<file path="src/rtl/msk_key_bank.sv">
// msk_key_bank: bank of masked (d-share) key slots feeding a masked AES core.
//
// Keys are loaded share by share over a narrow bus, one slot is selected as
// the active slot and presented on the sharing bus, and every start of an
// AES execution triggers a refresh of the active slot with fresh randomness.
// The unshared key (XOR of all shares) is never changed by a refresh.
//
// Optional feature: define MSK_KEY_BANK_ZEROIZE_EN to add the zeroize input
// and the ZEROIZE state, which wipes all slots in a single cycle.
//
// Ports:
//   clk                 clock
//   rst                 asynchronous reset, active-low
//   data_in             load word (one DIN_W-bit piece of one share)
//   data_in_valid       load word valid
//   data_in_ready       load word accepted when valid & ready (LOAD state)
//   start_load          request to load load_slot with a key of key_size_cfg
//   load_slot           target slot, sampled with start_load
//   key_size_cfg        0=128, 1=192, 2=256 bits, sampled with start_load
//   sel_slot            new active slot, sampled with sel_valid
//   sel_valid           change the active slot
//   zeroize             wipe all slots (only with MSK_KEY_BANK_ZEROIZE_EN)
//   aes_busy            core busy; its rising edge marks an execution start
//   rnd_rfrsh_in        refresh randomness, (d-1) chunks of RFRSH_RATE bits
//   rnd_rfrsh_in_valid  randomness valid; one refresh step per valid cycle
//   sh_data_out         active slot, bit j of share i at index j*d+i
//   aes_mode_256        active slot holds a 256-bit key
//   aes_mode_192        active slot holds a 192-bit key
//   busy                FSM not IDLE, or a refresh is pending
module msk_key_bank #(
    parameter int d          = 2,
    parameter int BITS       = 256,
    parameter int RFRSH_RATE = 16,
    parameter int SLOTS      = 2,
    parameter int DIN_W      = 32,
    localparam int SW        = (SLOTS > 1) ? $clog2(SLOTS) : 1
) (
    input  logic                         clk,
    input  logic                         rst,
    input  logic [DIN_W-1:0]             data_in,
    input  logic                         data_in_valid,
    output logic                         data_in_ready,
    input  logic                         start_load,
    input  logic [SW-1:0]                load_slot,
    input  logic [1:0]                   key_size_cfg,
    input  logic [SW-1:0]                sel_slot,
    input  logic                         sel_valid,
`ifdef MSK_KEY_BANK_ZEROIZE_EN
    input  logic                         zeroize,
`endif
    input  logic                         aes_busy,
    input  logic [(d-1)*RFRSH_RATE-1:0]  rnd_rfrsh_in,
    input  logic                         rnd_rfrsh_in_valid,
    output logic [d*BITS-1:0]            sh_data_out,
    output logic                         aes_mode_256,
    output logic                         aes_mode_192,
    output logic                         busy
);

    localparam int WORDS = BITS / DIN_W;
    localparam int WW    = (WORDS > 1) ? $clog2(WORDS) : 1;
    localparam int STEPS = BITS / RFRSH_RATE;
    localparam int KW    = (STEPS > 1) ? $clog2(STEPS) : 1;
    localparam int DW    = (d > 1) ? $clog2(d) : 1;

`ifdef MSK_KEY_BANK_ZEROIZE_EN
    typedef enum logic [1:0] {IDLE, LOAD, REFRESH, ZEROIZE} state_t;
`else
    typedef enum logic [1:0] {IDLE, LOAD, REFRESH} state_t;
`endif

    // Key width in bits for a stored size code; unknown codes behave as 128,
    // consistent with both mode outputs being low for them.
    function automatic int key_bits(input logic [1:0] sz);
        int b;
        case (sz)
            2'd2:    b = 256;
            2'd1:    b = 192;
            default: b = 128;
        endcase
        return (b > BITS) ? BITS : b;
    endfunction

    state_t                   state, state_next;
    logic [d-1:0][BITS-1:0]   key_mem   [SLOTS];
    logic [1:0]               slot_size [SLOTS];
    logic [SW-1:0]            act_slot, tgt_slot;
    logic [DW-1:0]            sh_cnt;
    logic [WW-1:0]            wd_cnt;
    logic [KW-1:0]            step_cnt;
    logic                     pending, busy_prev, armed;
    logic                     rise, load_accept, beat_accept, step_accept;
    logic                     refresh_enter, clear_all, last_word, last_beat, last_step;
    int                       load_words, ref_steps;
    logic [RFRSH_RATE-1:0]    rnd_fold;

    // armed stays low for the first clock after reset so that aes_busy
    // already being high at release is not mistaken for an execution start.
    always_comb begin
        rise       = aes_busy & ~busy_prev & armed;
        load_words = key_bits(slot_size[tgt_slot]) / DIN_W;
        ref_steps  = key_bits(slot_size[act_slot]) / RFRSH_RATE;
        last_word  = (int'(wd_cnt) == load_words - 1);
        last_beat  = last_word && (int'(sh_cnt) == d - 1);
        last_step  = (int'(step_cnt) == ref_steps - 1);
    end

    // Share 0 absorbs the XOR of all random chunks so the unshared value
    // is unchanged by a refresh step.
    always_comb begin
        rnd_fold = '0;
        for (int i = 1; i < d; i++) begin
            rnd_fold = rnd_fold ^ rnd_rfrsh_in[(i-1)*RFRSH_RATE +: RFRSH_RATE];
        end
    end

    always_comb begin
        state_next    = state;
        load_accept   = 1'b0;
        beat_accept   = 1'b0;
        step_accept   = 1'b0;
        refresh_enter = 1'b0;
        clear_all     = 1'b0;
        case (state)
            IDLE: begin
`ifdef MSK_KEY_BANK_ZEROIZE_EN
                if (zeroize) begin
                    state_next = ZEROIZE;
                    clear_all  = 1'b1;
                end else
`endif
                if (rise || pending) begin
                    state_next    = REFRESH;
                    refresh_enter = 1'b1;
                end else if (start_load) begin
                    state_next  = LOAD;
                    load_accept = 1'b1;
                end
            end
            LOAD: begin
                if (data_in_valid) begin
                    beat_accept = 1'b1;
                    if (last_beat) state_next = IDLE;
                end
            end
            REFRESH: begin
                if (rnd_rfrsh_in_valid) begin
                    step_accept = 1'b1;
                    if (last_step) state_next = IDLE;
                end
            end
`ifdef MSK_KEY_BANK_ZEROIZE_EN
            ZEROIZE: state_next = IDLE;
`endif
            default: state_next = IDLE;
        endcase
    end

    always_ff @(posedge clk or negedge rst) begin
        if (!rst) begin
            state     <= IDLE;
            pending   <= 1'b0;
            busy_prev <= 1'b0;
            armed     <= 1'b0;
            act_slot  <= '0;
            tgt_slot  <= '0;
            sh_cnt    <= '0;
            wd_cnt    <= '0;
            step_cnt  <= '0;
        end else begin
            state     <= state_next;
            busy_prev <= aes_busy;
            armed     <= 1'b1;
            // An execution start seen outside IDLE is remembered and served
            // as soon as IDLE is reached; zeroize discards it.
            if (clear_all || refresh_enter) begin
                pending <= 1'b0;
            end else if (rise && (state != IDLE)) begin
                pending <= 1'b1;
            end
            if ((state == IDLE) && !pending && sel_valid) begin
                act_slot <= sel_slot;
            end
            if (load_accept) begin
                tgt_slot <= load_slot;
                sh_cnt   <= '0;
                wd_cnt   <= '0;
            end else if (beat_accept) begin
                if (last_word) begin
                    wd_cnt <= '0;
                    sh_cnt <= sh_cnt + 1'b1;
                end else begin
                    wd_cnt <= wd_cnt + 1'b1;
                end
            end
            if (refresh_enter) begin
                step_cnt <= '0;
            end else if (step_accept) begin
                step_cnt <= step_cnt + 1'b1;
            end
        end
    end

    always_ff @(posedge clk or negedge rst) begin
        if (!rst) begin
            for (int s = 0; s < SLOTS; s++) begin
                key_mem[s]   <= '0;
                slot_size[s] <= 2'd0;
            end
        end else if (clear_all) begin
            for (int s = 0; s < SLOTS; s++) begin
                key_mem[s]   <= '0;
                slot_size[s] <= 2'd0;
            end
        end else begin
            // Clearing on accept guarantees unused upper bits of a shorter
            // key are zero.
            if (load_accept) begin
                key_mem[load_slot]   <= '0;
                slot_size[load_slot] <= key_size_cfg;
            end
            if (beat_accept) begin
                key_mem[tgt_slot][sh_cnt][int'(wd_cnt)*DIN_W +: DIN_W] <= data_in;
            end
            if (step_accept) begin
                for (int i = 1; i < d; i++) begin
                    key_mem[act_slot][i][int'(step_cnt)*RFRSH_RATE +: RFRSH_RATE] <=
                        key_mem[act_slot][i][int'(step_cnt)*RFRSH_RATE +: RFRSH_RATE] ^
                        rnd_rfrsh_in[(i-1)*RFRSH_RATE +: RFRSH_RATE];
                end
                key_mem[act_slot][0][int'(step_cnt)*RFRSH_RATE +: RFRSH_RATE] <=
                    key_mem[act_slot][0][int'(step_cnt)*RFRSH_RATE +: RFRSH_RATE] ^ rnd_fold;
            end
        end
    end

    // Sharing-bus layout: all shares of key bit j are adjacent.
    always_comb begin
        sh_data_out = '0;
        for (int j = 0; j < BITS; j++) begin
            for (int i = 0; i < d; i++) begin
                sh_data_out[j*d+i] = key_mem[act_slot][i][j];
            end
        end
    end

    assign aes_mode_256  = (slot_size[act_slot] == 2'd2);
    assign aes_mode_192  = (slot_size[act_slot] == 2'd1);
    assign busy          = (state != IDLE) || pending;
    assign data_in_ready = (state == LOAD);

endmodule

</file>
<file path="config.mk">
export PLATFORM = sky130hd
export DESIGN_NAME = msk_key_bank
export DESIGN_NICKNAME = d
export VERILOG_FILES = /design/src/rtl/msk_key_bank.sv
export SDC_FILE = /design/constraint.sdc
export NUM_CORES = 2
export LEC_CHECK = 0
export BUFFER_PORTS_ARGS = -buffer_cell sky130_fd_sc_hd__clkbuf_2
export CAP_MARGIN = 25
export CORE_UTILIZATION = 61
export CTS_BUF_LIST = sky130_fd_sc_hd__clkbuf_8 sky130_fd_sc_hd__clkbuf_16
export CTS_CLUSTER_DIAMETER = 100
export CTS_CLUSTER_SIZE = 12
export DETAILED_ROUTE_END_ITERATION = 10
export PLACE_DENSITY = 0.8
export SYNTH_ARGS = -nofsm -noshare
export SYNTH_HDL_FRONTEND = slang
export SYNTH_SLANG_ARGS = --single-unit
</file>
<file path="constraint.sdc">
create_clock -name clk -period 6.1 [get_ports clk]
set_clock_uncertainty 0.05 [all_clocks]
set_input_delay 1.22 -clock clk [delete_from_list [all_inputs] [get_ports clk]]
set_output_delay 1.22 -clock clk [all_outputs]
set_load 0.05 [all_outputs]
</file>
==> metrics.md <==
| Metric | Value |
|---|---|
| Final Max Tran Viols | `0` |
| CP startpoint kind | `flop` |
| Syn_area_per_cell | `10.6 um^2` |
| Setup WS pre-CTS | `1810 ps` |
| Syn Inst Count | `5,888` |
| CP max stage cell | `nor2_2` |
| Slew margin rel. | `0.168` |
| Crit-path most repeated cell | `ha_1` |
| Final setup TNS | `0 ps` |
| Vias in the first global route | `54,600` |
| Ys flop type | `dfrtp_1` |
| Placed insts | `7,223` |
| Nets | `6,044` |
| CP required | `6600 ps` |
| Fin crit share | `0.740` |
| Status | `completed` |
| DRC violations left | `0` |
| Lkg Pwr | `29.3 nW` |
| EDFF count, synth | `0` |
| Worst stage delay on the critical path | `890 ps` |
| Synth Cell Area | `62,500 um^2` |
| Die X | `322 um` |
| Top-count cell post-synth | `dfrtp_1` |
| DP HPWL | `162,000 um` |
| CTS buffer count | `96` |
| Clk_lat worst skew | `710 ps` |
| Final Setup Violations | `0` |
| Largest net degree at the start of global routing | `165` |
| Starting Density | `0.615` |
| Net count after synthesis | `5,962` |
| Wire per inst | `34.9 um` |
| Yosys top cell by area | `dfrtp_1` |
| Drt pass-1 iters | `7` |
| Buffers and inverters on the worst path | `1` |
| # Max-Cap Violations | `0` |
| Antenna violations before repair | `5` |
| Total gr overflow | `0` |
| Root Driver | `clkbuf_16` |
| Clock Tree Buf Depth | `3` |
| Placer Congestion | `0.994` |
| Die H | `322 um` |
| Worst r2r src | `wd_cnt[0]` |
| PnR Total Power | `23.1 mW` |
| Initial DRC Count | `10,900` |
| Postcts setup bufs | `0` |
| Routed Antenna Nets | `0` |
| CP Cell Sequence | `inv_1, ha_1, ha_1, nand2b_1, or3_1, nor2_2, nor2_4, a221oi_1, a21oi_1` |
| First-pass GRT wire length | `372,000 um` |
| Crit path DAT | `5010 ps` |
| Distinct cells, synth | `64` |
| Worst-margin pin slew | `1250 ps` |
| PostCTS Resize Cnt | `0` |
| Share of the synthesized area in the top cell type | `0.418` |
| Post-Route WL | `257,000 um` |
| Via count | `58,600` |
| Asr flop ratio synth | `1.00` |
| Gr usage total | `0.486` |
| CTS tree | `done` |
| Yosys warning total | `0` |
| Synth area leaders | `dfrtp_1 42%, mux4_2 10%, a32oi_1 10%` |
| Worst Setup Path Type | `reg2reg` |
| Clock sinks | `1,043` |
| RSZ-0062 raised after global routing | `no` |
| H-Tree Level Count | `3` |
| Final cell count without fillers | `7,352` |
| Maximum clock rate | `0.222 GHz` |
| Minimum clock period | `4510 ps` |
| Crit path from | `wd_cnt[0]` |
| Die ar. | `104,000 um^2` |
| Vias per cell | `7.97` |
| Crit Path Max Fanout | `32` |
| Peak supply drop | `0.000473 V` |
| I/O Pins | `575` |
| Hold Path Origin | `slot_size[0]` |
| IO buf count | `574` |
| Post-synth top cells | `1,043 x dfrtp_1, 728 x a32oi_1, 646 x nand2_1` |
| Worst-path clk slew | `70 ps` |
| Hold Path Class | `reg2reg` |
| Family with the most delay on the worst path | `simple AND/OR/NAND/NOR gates` |
| Core ar. | `102,000 um^2` |
| Final Hold Fails | `0` |
| Share of layout cells above drive strength 1 | `0.310` |
| Post-synthesis register bit count | `1,043` |
| Area Overhead vs Synth | `10.5%` |
| Sequential-to-total area share from yosys stat | `0.418` |
| Cts-stage hold buffer count | `0` |
| PwrDens | `335 nW/um^2` |
| PnR worst setup slack | `1590 ps` |
| CP endpoint kind | `flop` |
| Row count | `117` |
-- worst paths after layout --
| kind | slack [ps] | to | cells after the start |
|---|---|---|---|
| min reg2reg | 460 | slot_size[0] | 2 |
| min in group asynchronous | 490 | key_mem[610] | 1 |
| max in group asynchronous | 4050 | key_mem[474] | 2 |
| max | 1590 | key_mem[654] | 9 |
| min | 460 | slot_size[0] | 2 |
| max reg2reg | 1590 | key_mem[654] | 9 |
-- kinds of logic after synthesis --
family | count (synthesis) | synth area share
fa+ha+maj | 15 | 0.00300
mux | 1040 | 0.234
simple gates | 938 | 0.0611
flops | 1043 | 0.418
buf+inv | 834 | 0.0545
compound gates | 1977 | 0.222
other cells | 1 | 0.0000600
xor+xnor | 40 | 0.00729
-- state kept, by name (all words and copies together) (netlist names) --
signal	count
act_slot	1
armed	1
busy_prev	1
key_mem	1024
pending	1
sh_cnt	1
slot_size	4
state	2
step_cnt	4
tgt_slot	1
wd_cnt	3
-- cell usage in the layout (no fill, tap or decap), drive strengths merged, types with 16 or more instances in the layout --
cell | Yosys | final
a211oi | 29 | 29
a21oi | 308 | 308
a221oi | 239 | 239
a22oi | 16 | 16
a32o | 31 | 31
a32oi | 728 | 728
buf | 169 | 201
clkbuf | 622 | 672
dfrtp | 1043 | 1043
inv | 43 | 50
mux2 | 522 | 522
mux2i | 234 | 234
mux4 | 284 | 284
nand2 | 646 | 646
nand3 | 23 | 23
nor2 | 168 | 168
nor3 | 24 | 24
o21ai | 587 | 587
xnor2 | 36 | 36
-- layout make-up --
cell class              instances  area, um^2
well taps                    1368        1710
clock inverters                 8        85.1
multi-input cells            4011       33600
flip-flops and latches       1043       26100
fillers                      7662       32500
repair buffers                775        4890
clock buffers                  98        2450
diodes                          6        15.0
inverters                      43         164
-- worst register-to-register path: stages (launching register included) --
cell and delay (ps):
dfrtp_1 580, inv_1 160, ha_1 240, ha_1 640, nand2b_1 320, or3_1 560
nor2_2 890, nor2_4 380, a221oi_1 450, a21oi_1 80
-- stage by stage --
stage          instance area, um^2  utilization  hold WS [ps]
3_3_place_gp                 66000        0.650           434
3_5_place_dp                 66200        0.651           442
6_report                     69100        0.680           463
4_1_cts                      68700        0.676           461
5_1_grt                      69000        0.680           505
2_1_floorplan                62500            -           416
-- metal layers --
| layer | GRT usage | share of wire | vias up |
|---|---|---|---|
| li1 | - | - | 23000 |
| met1 | 0.609 | 0.32 | 28700 |
| met2 | 0.693 | 0.42 | 5640 |
| met3 | 0.169 | 0.16 | 1268 |
| met4 | 0.364 | 0.095 | 6 |
| met5 | 0 | 0.00016 | - |
-- where the power goes --
| part | switching [mW] | internal, mW | leakage (nW) |
|---|---|---|---|
| clock network | 2.74 | 2.84 | 1.26 |
| registers | 0.505 | 7.35 | 14.5 |
| logic | 6.77 | 2.94 | 13.5 |
| total | 10.0 | 13.1 | 29.3 |
(Power assumes the default switching activity.)
